### config.mk
export PLATFORM = sky130hd
export DESIGN_NAME = gpreg_xfer_seq
export DESIGN_NICKNAME = d
export VERILOG_FILES = /design/src/rtl/gpreg_xfer_seq.sv
export SDC_FILE = /design/constraint.sdc
export NUM_CORES = 1
export LEC_CHECK = 0
export ABC_CLOCK_PERIOD_IN_PS = 2500
export BUFFER_PORTS_ARGS = -buffer_cell sky130_fd_sc_hd__buf_2
export CORE_MARGIN = 2
export CORE_UTILIZATION = 56
export CTS_CLUSTER_SIZE = 25
export DETAILED_ROUTE_END_ITERATION = 8
export PLACE_DENSITY = 0.81
export SYNTH_ARGS = -nofsm -noshare
export SYNTH_HDL_FRONTEND = slang
export SYNTH_SLANG_ARGS = --single-unit
### constraint.sdc
create_clock -name CLK -period 2.5 [get_ports CLK]
set_input_delay 0.125 -clock CLK [delete_from_list [all_inputs] [get_ports CLK]]
set_output_delay 0.125 -clock CLK [all_outputs]
set_load 0.01 [all_outputs]
### src/rtl/gpreg_xfer_seq.sv
// Register-transfer sequencer: drives one source onto the MAIN bus, strobes LOAD on the destination, then holds.
// Optional feature: define GPREG_XFER_EXT_EN to let MODE=1 select the external MAIN bus driver.
module gpreg_xfer_seq #(
    parameter int LOAD_HOLD = 1
) (
    input  logic       CLK,
    input  logic       RST_bar,
    input  logic       REQ,
    input  logic [1:0] SRC,
    input  logic [1:0] DST,
    input  logic       MODE,
    output logic       BUSY,
    output logic       DONE,
    output logic [3:0] ASSERT_MAIN_bar,
    output logic       ASSERT_EXT_bar,
    output logic [3:0] LOAD
);

    typedef enum logic [1:0] {IDLE, DRIVE, STROBE, HOLD} state_t;

    localparam logic [3:0] HOLD_LAST = 4'(LOAD_HOLD - 1);

    state_t     state, state_nx;
    logic [3:0] cnt, cnt_nx;
    logic [1:0] src_q, dst_q;
    logic       accept;
    logic [1:0] sel_src, sel_dst;
    logic       sel_ext;
    logic       busy_nx, done_nx, ext_nx;
    logic [3:0] main_nx, load_nx;

    assign accept  = (state == IDLE) && REQ;
    // On the accepting edge the capture registers are not loaded yet, so decode from the live inputs.
    assign sel_src = accept ? SRC : src_q;
    assign sel_dst = accept ? DST : dst_q;

`ifdef GPREG_XFER_EXT_EN
    logic mode_q;
    assign sel_ext = accept ? MODE : mode_q;

    always_ff @(posedge CLK or negedge RST_bar) begin
        if (!RST_bar)    mode_q <= 1'b0;
        else if (accept) mode_q <= MODE;
    end
`else
    logic unused_mode;
    assign unused_mode = MODE;
    assign sel_ext     = 1'b0;
`endif

    always_ff @(posedge CLK or negedge RST_bar) begin
        if (!RST_bar) begin
            state <= IDLE;
            cnt   <= 4'd0;
            src_q <= 2'd0;
            dst_q <= 2'd0;
        end else begin
            state <= state_nx;
            cnt   <= cnt_nx;
            if (accept) begin
                src_q <= SRC;
                dst_q <= DST;
            end
        end
    end

    always_comb begin
        state_nx = state;
        cnt_nx   = cnt;
        case (state)
            IDLE:   if (REQ) state_nx = DRIVE;
            DRIVE: begin
                state_nx = STROBE;
                cnt_nx   = 4'd0;
            end
            STROBE: begin
                if (cnt == HOLD_LAST) state_nx = HOLD;
                else                  cnt_nx   = cnt + 4'd1;
            end
            HOLD:   state_nx = IDLE;
            default: state_nx = IDLE;
        endcase
    end

    // Outputs are decoded from the next state and registered, so nothing combinational reaches a port.
    always_comb begin
        busy_nx = (state_nx != IDLE);
        done_nx = (state == HOLD);
        main_nx = 4'hF;
        ext_nx  = 1'b1;
        load_nx = 4'h0;
        if (busy_nx) begin
            if (sel_ext) ext_nx           = 1'b0;
            else         main_nx[sel_src] = 1'b0;
        end
        if (state_nx == STROBE) load_nx[sel_dst] = 1'b1;
    end

    always_ff @(posedge CLK or negedge RST_bar) begin
        if (!RST_bar) begin
            BUSY            <= 1'b0;
            DONE            <= 1'b0;
            ASSERT_MAIN_bar <= 4'hF;
            ASSERT_EXT_bar  <= 1'b1;
            LOAD            <= 4'h0;
        end else begin
            BUSY            <= busy_nx;
            DONE            <= done_nx;
            ASSERT_MAIN_bar <= main_nx;
            ASSERT_EXT_bar  <= ext_nx;
            LOAD            <= load_nx;
        end
    end

endmodule

==> key figures <==
Status
  • Status: finished clean

Cells and area
  • Ant. Diodes: 0
  • Share of layout cells above drive strength 1: 34.0%
  • Fillers: 110
  • Non-filler cells, final: 110
  • Final design utilization: 70.0%
  • Area growth from synthesis to layout: 16.4%
  • Nets: 109

Floorplan
  • Initial Utilization: 60.1%
  • Std cell rows: 14
  • IO Pins: 19
  • Chip height: 44.4 microns
  • Core area: 1520 sq um
  • Die Span X: 44.4 microns
  • Die ar.: 1970 sq um

Detailed routing
  • Vias: 624
  • Number of remaining DRC errors: 0
  • DRT Wirelength: 1620 microns
  • Drt via density: 5.67
  • Wire per inst: 14.7 microns
  • DR iter-0 viols: 13
  • Antenna Violating Nets Remaining: 0
  • First-pass iteration count of the detailed router: 2

Global routing
  • Largest net degree at the start of global routing: 21
  • First-pass GRT wire length: 2690 microns
  • Overall Global Routing Usage: 18.8%
  • Initial antenna violation count: 0
  • Vias in the first global route: 661
  • Remaining Overflow, GRT: 0

Yosys
  • Synth cell types: 30
  • EDFF count, synth: 0
  • Asr flop ratio synth: 100%
  • Synth Warn #: 0
  • Syn avg cell area: 12.2 sq um
  • Post-synth top area cell: dfrtp_1
  • Cells after Synth: 75
  • Netlist Area Pre-Place: 916 sq um
  • Syn Nets: 89
  • Flops & latches, synth: 20
  • Dominant synthesized flop cell: dfrtp_1
  • Sequential area share after synthesis: 55.2%
  • Top-area cell type share of the netlist area: 43.7%
  • Synth top area cells: dfrtp_1 44%, dfstp_2 11%, ha_1 8.2%, mux2i_4 4.9%, inv_1 3.3%
  • Most common cell in the netlist: dfrtp_1
  • Synth cell count leaders: 16 x dfrtp_1, 8 x inv_1, 6 x ha_1

STA
  • RSZ-0062 raised after global routing: no
  • Crit path time final: 1910 ps
  • Worst rel slew slack: 62.9%
  • Worst clock skew: 13.0 ps
  • Final Hold Vio Count: 0
  • Fmax: 523 MHz
  • Final worst-path cycle share: 76.5%
  • Setup TNS: 0 ps
  • Worst slew pin tran: 555 ps
  • Final WS setup: 586 ps
  • Final setup viols: 0
  • Max-slew violation count: 0
  • Worst hold margin: 85.6 ps

Place
  • DP Worst Slack: 701 ps
  • Final HPWL DP: 1170 microns
  • Port bufs: 16
  • GPL Wtd Cong: 0.767
  • Dpl cells: 105

Critical path
  • CP peak stage delay: 490 ps
  • Max FO, Critical Path: 4
  • Setup crit end: cnt[1]$_DFFE_PN0P_
  • Crit path max-delay cell type: nor3b_1
  • Startpoint types: flop
  • RR Startpoint: cnt[0]$_DFFE_PN0P_
  • Critical path capture point type: flop
  • Critical Path Start: cnt[0]$_DFFE_PN0P_
  • CP required: 2680 ps
  • CP Cell Sequence: inv_1 > ha_1 > nor3b_1 > mux2_2 > a22o_1
  • Worst Setup Path Type: flop to flop
  • R2R setup slack: 590 ps
  • CP arrival: 2100 ps
  • FF-to-FF path depth: 5
  • RR Endpoint: cnt[1]$_DFFE_PN0P_

Clock network
  • Worst skew pair latency: 300 ps
  • H-tree levels: 1
  • Root Buffer: clkbuf_4
  • CTS buffer count: 3
  • # clock sinks: 20
  • Post_cts resized: 0
  • Clock buffer depth: 2
  • Clock transition at path regs: 120 ps
  • Hold buffers post-CTS: 1
  • CTS tree: yes
  • Post-CTS Setup Inserts: 0

Worst hold path
  • HP Class: input port to flop

Power and ir drop
  • Leak pwr: 0.524 nW
  • Pwr/cell area: 1220 nW/um^2
  • Maximum vdd drop: 0.792 mV

Job
  • Maxcap violations: 0
[cell type report]
class / instances / area (sq um) / area share (%)
Clock buffer: 3 / 22.5 / 2.11
Clock inverter: 1 / 30.0 / 2.82
Inverter: 10 / 37.5 / 3.52
Multi-Input combinational cell: 43 / 360 / 33.8
Sequential cell: 20 / 505 / 47.4
Tap cell: 16 / 20.0 / 1.88
Timing Repair Buffer: 17 / 90.1 / 8.45
[metal layers]
layer	vias to the layer above	global-route usage (%)	part of all wire, %	wire [microns]
met1	311	23.4	46	741
met5	-	0	0	0
met3	2	2.86	3.9	63
met4	0	9.70	0.31	5
met2	15	31.8	50	812
li1	296	-	-	-
[worst min path at each step]
stage                          to    start  slack, ps  cells past startpoint
5_1_grt        dst_q[1]$_DFF_PN0_   DST[1]         90                      3
3_3_place_gp       DONE$_DFF_PN0_  RST_bar         80                      1
2_1_floorplan      BUSY$_DFF_PN0_  RST_bar       -170                      0
3_5_place_dp       BUSY$_DFF_PN0_  RST_bar         90                      1
4_1_cts        dst_q[1]$_DFF_PN0_   DST[1]         80                      3
6_report       dst_q[1]$_DFF_PN0_   DST[1]         90                      3
[power breakdown]
group          total (mW)  switching (mW)  internal (mW)  leakage [nW]
Combinational       0.544           0.340          0.204         0.246
Clock               0.257          0.0952          0.162        0.0279
Sequential          0.499          0.0484          0.451         0.250
[logic make-up (layout without fill, tap and decap cells)]
kind of cell    Yosys count  count (layout)  share of synthesized area, %
fa+ha+maj                 6               6                          8.20
simple gates             17              17                          11.9
buf+inv                  12              31                          5.46
mux                       5               5                          8.33
flops                    20              20                          55.2
other cells               1               1                         0.409
compound gates           14              14                          10.5
[sequential cells by signal, summed over array words and instances (netlist names)]
register,count
ASSERT_MAIN_bar,4
src_q,2
state,2
cnt,4
DONE,1
BUSY,1
LOAD,4
dst_q,2
[layout by cell type (no fill, tap or decap), drive strengths merged, types with 4 or more instances in the layout]
cell	count
inv	10
ha	6
dfstp	4
a21oi	4
dfrtp	16
mux2i	4
buf	16
o211ai	4
nor4	4
[critical path: cells and delay by family, from the launching register on]
family | cells | cell delay, ps
simple gates | 1 | 490
mux | 1 | 410
flops | 1 | 430
compound gates | 1 | 180
fa+ha+maj | 1 | 190
buf+inv | 1 | 120
[per-stage QoR]
| step | power, mW | area (sq um) |
|---|---|---|
| 3_3_place_gp | 1.02 | 1000 |
| 2_1_floorplan | 0.892 | 916 |
| 6_report | 1.30 | 1070 |
| 5_1_grt | 1.39 | 1070 |
| 3_5_place_dp | 1.05 | 1000 |
| 4_1_cts | 1.31 | 1070 |
(Power assumes the default switching activity.)
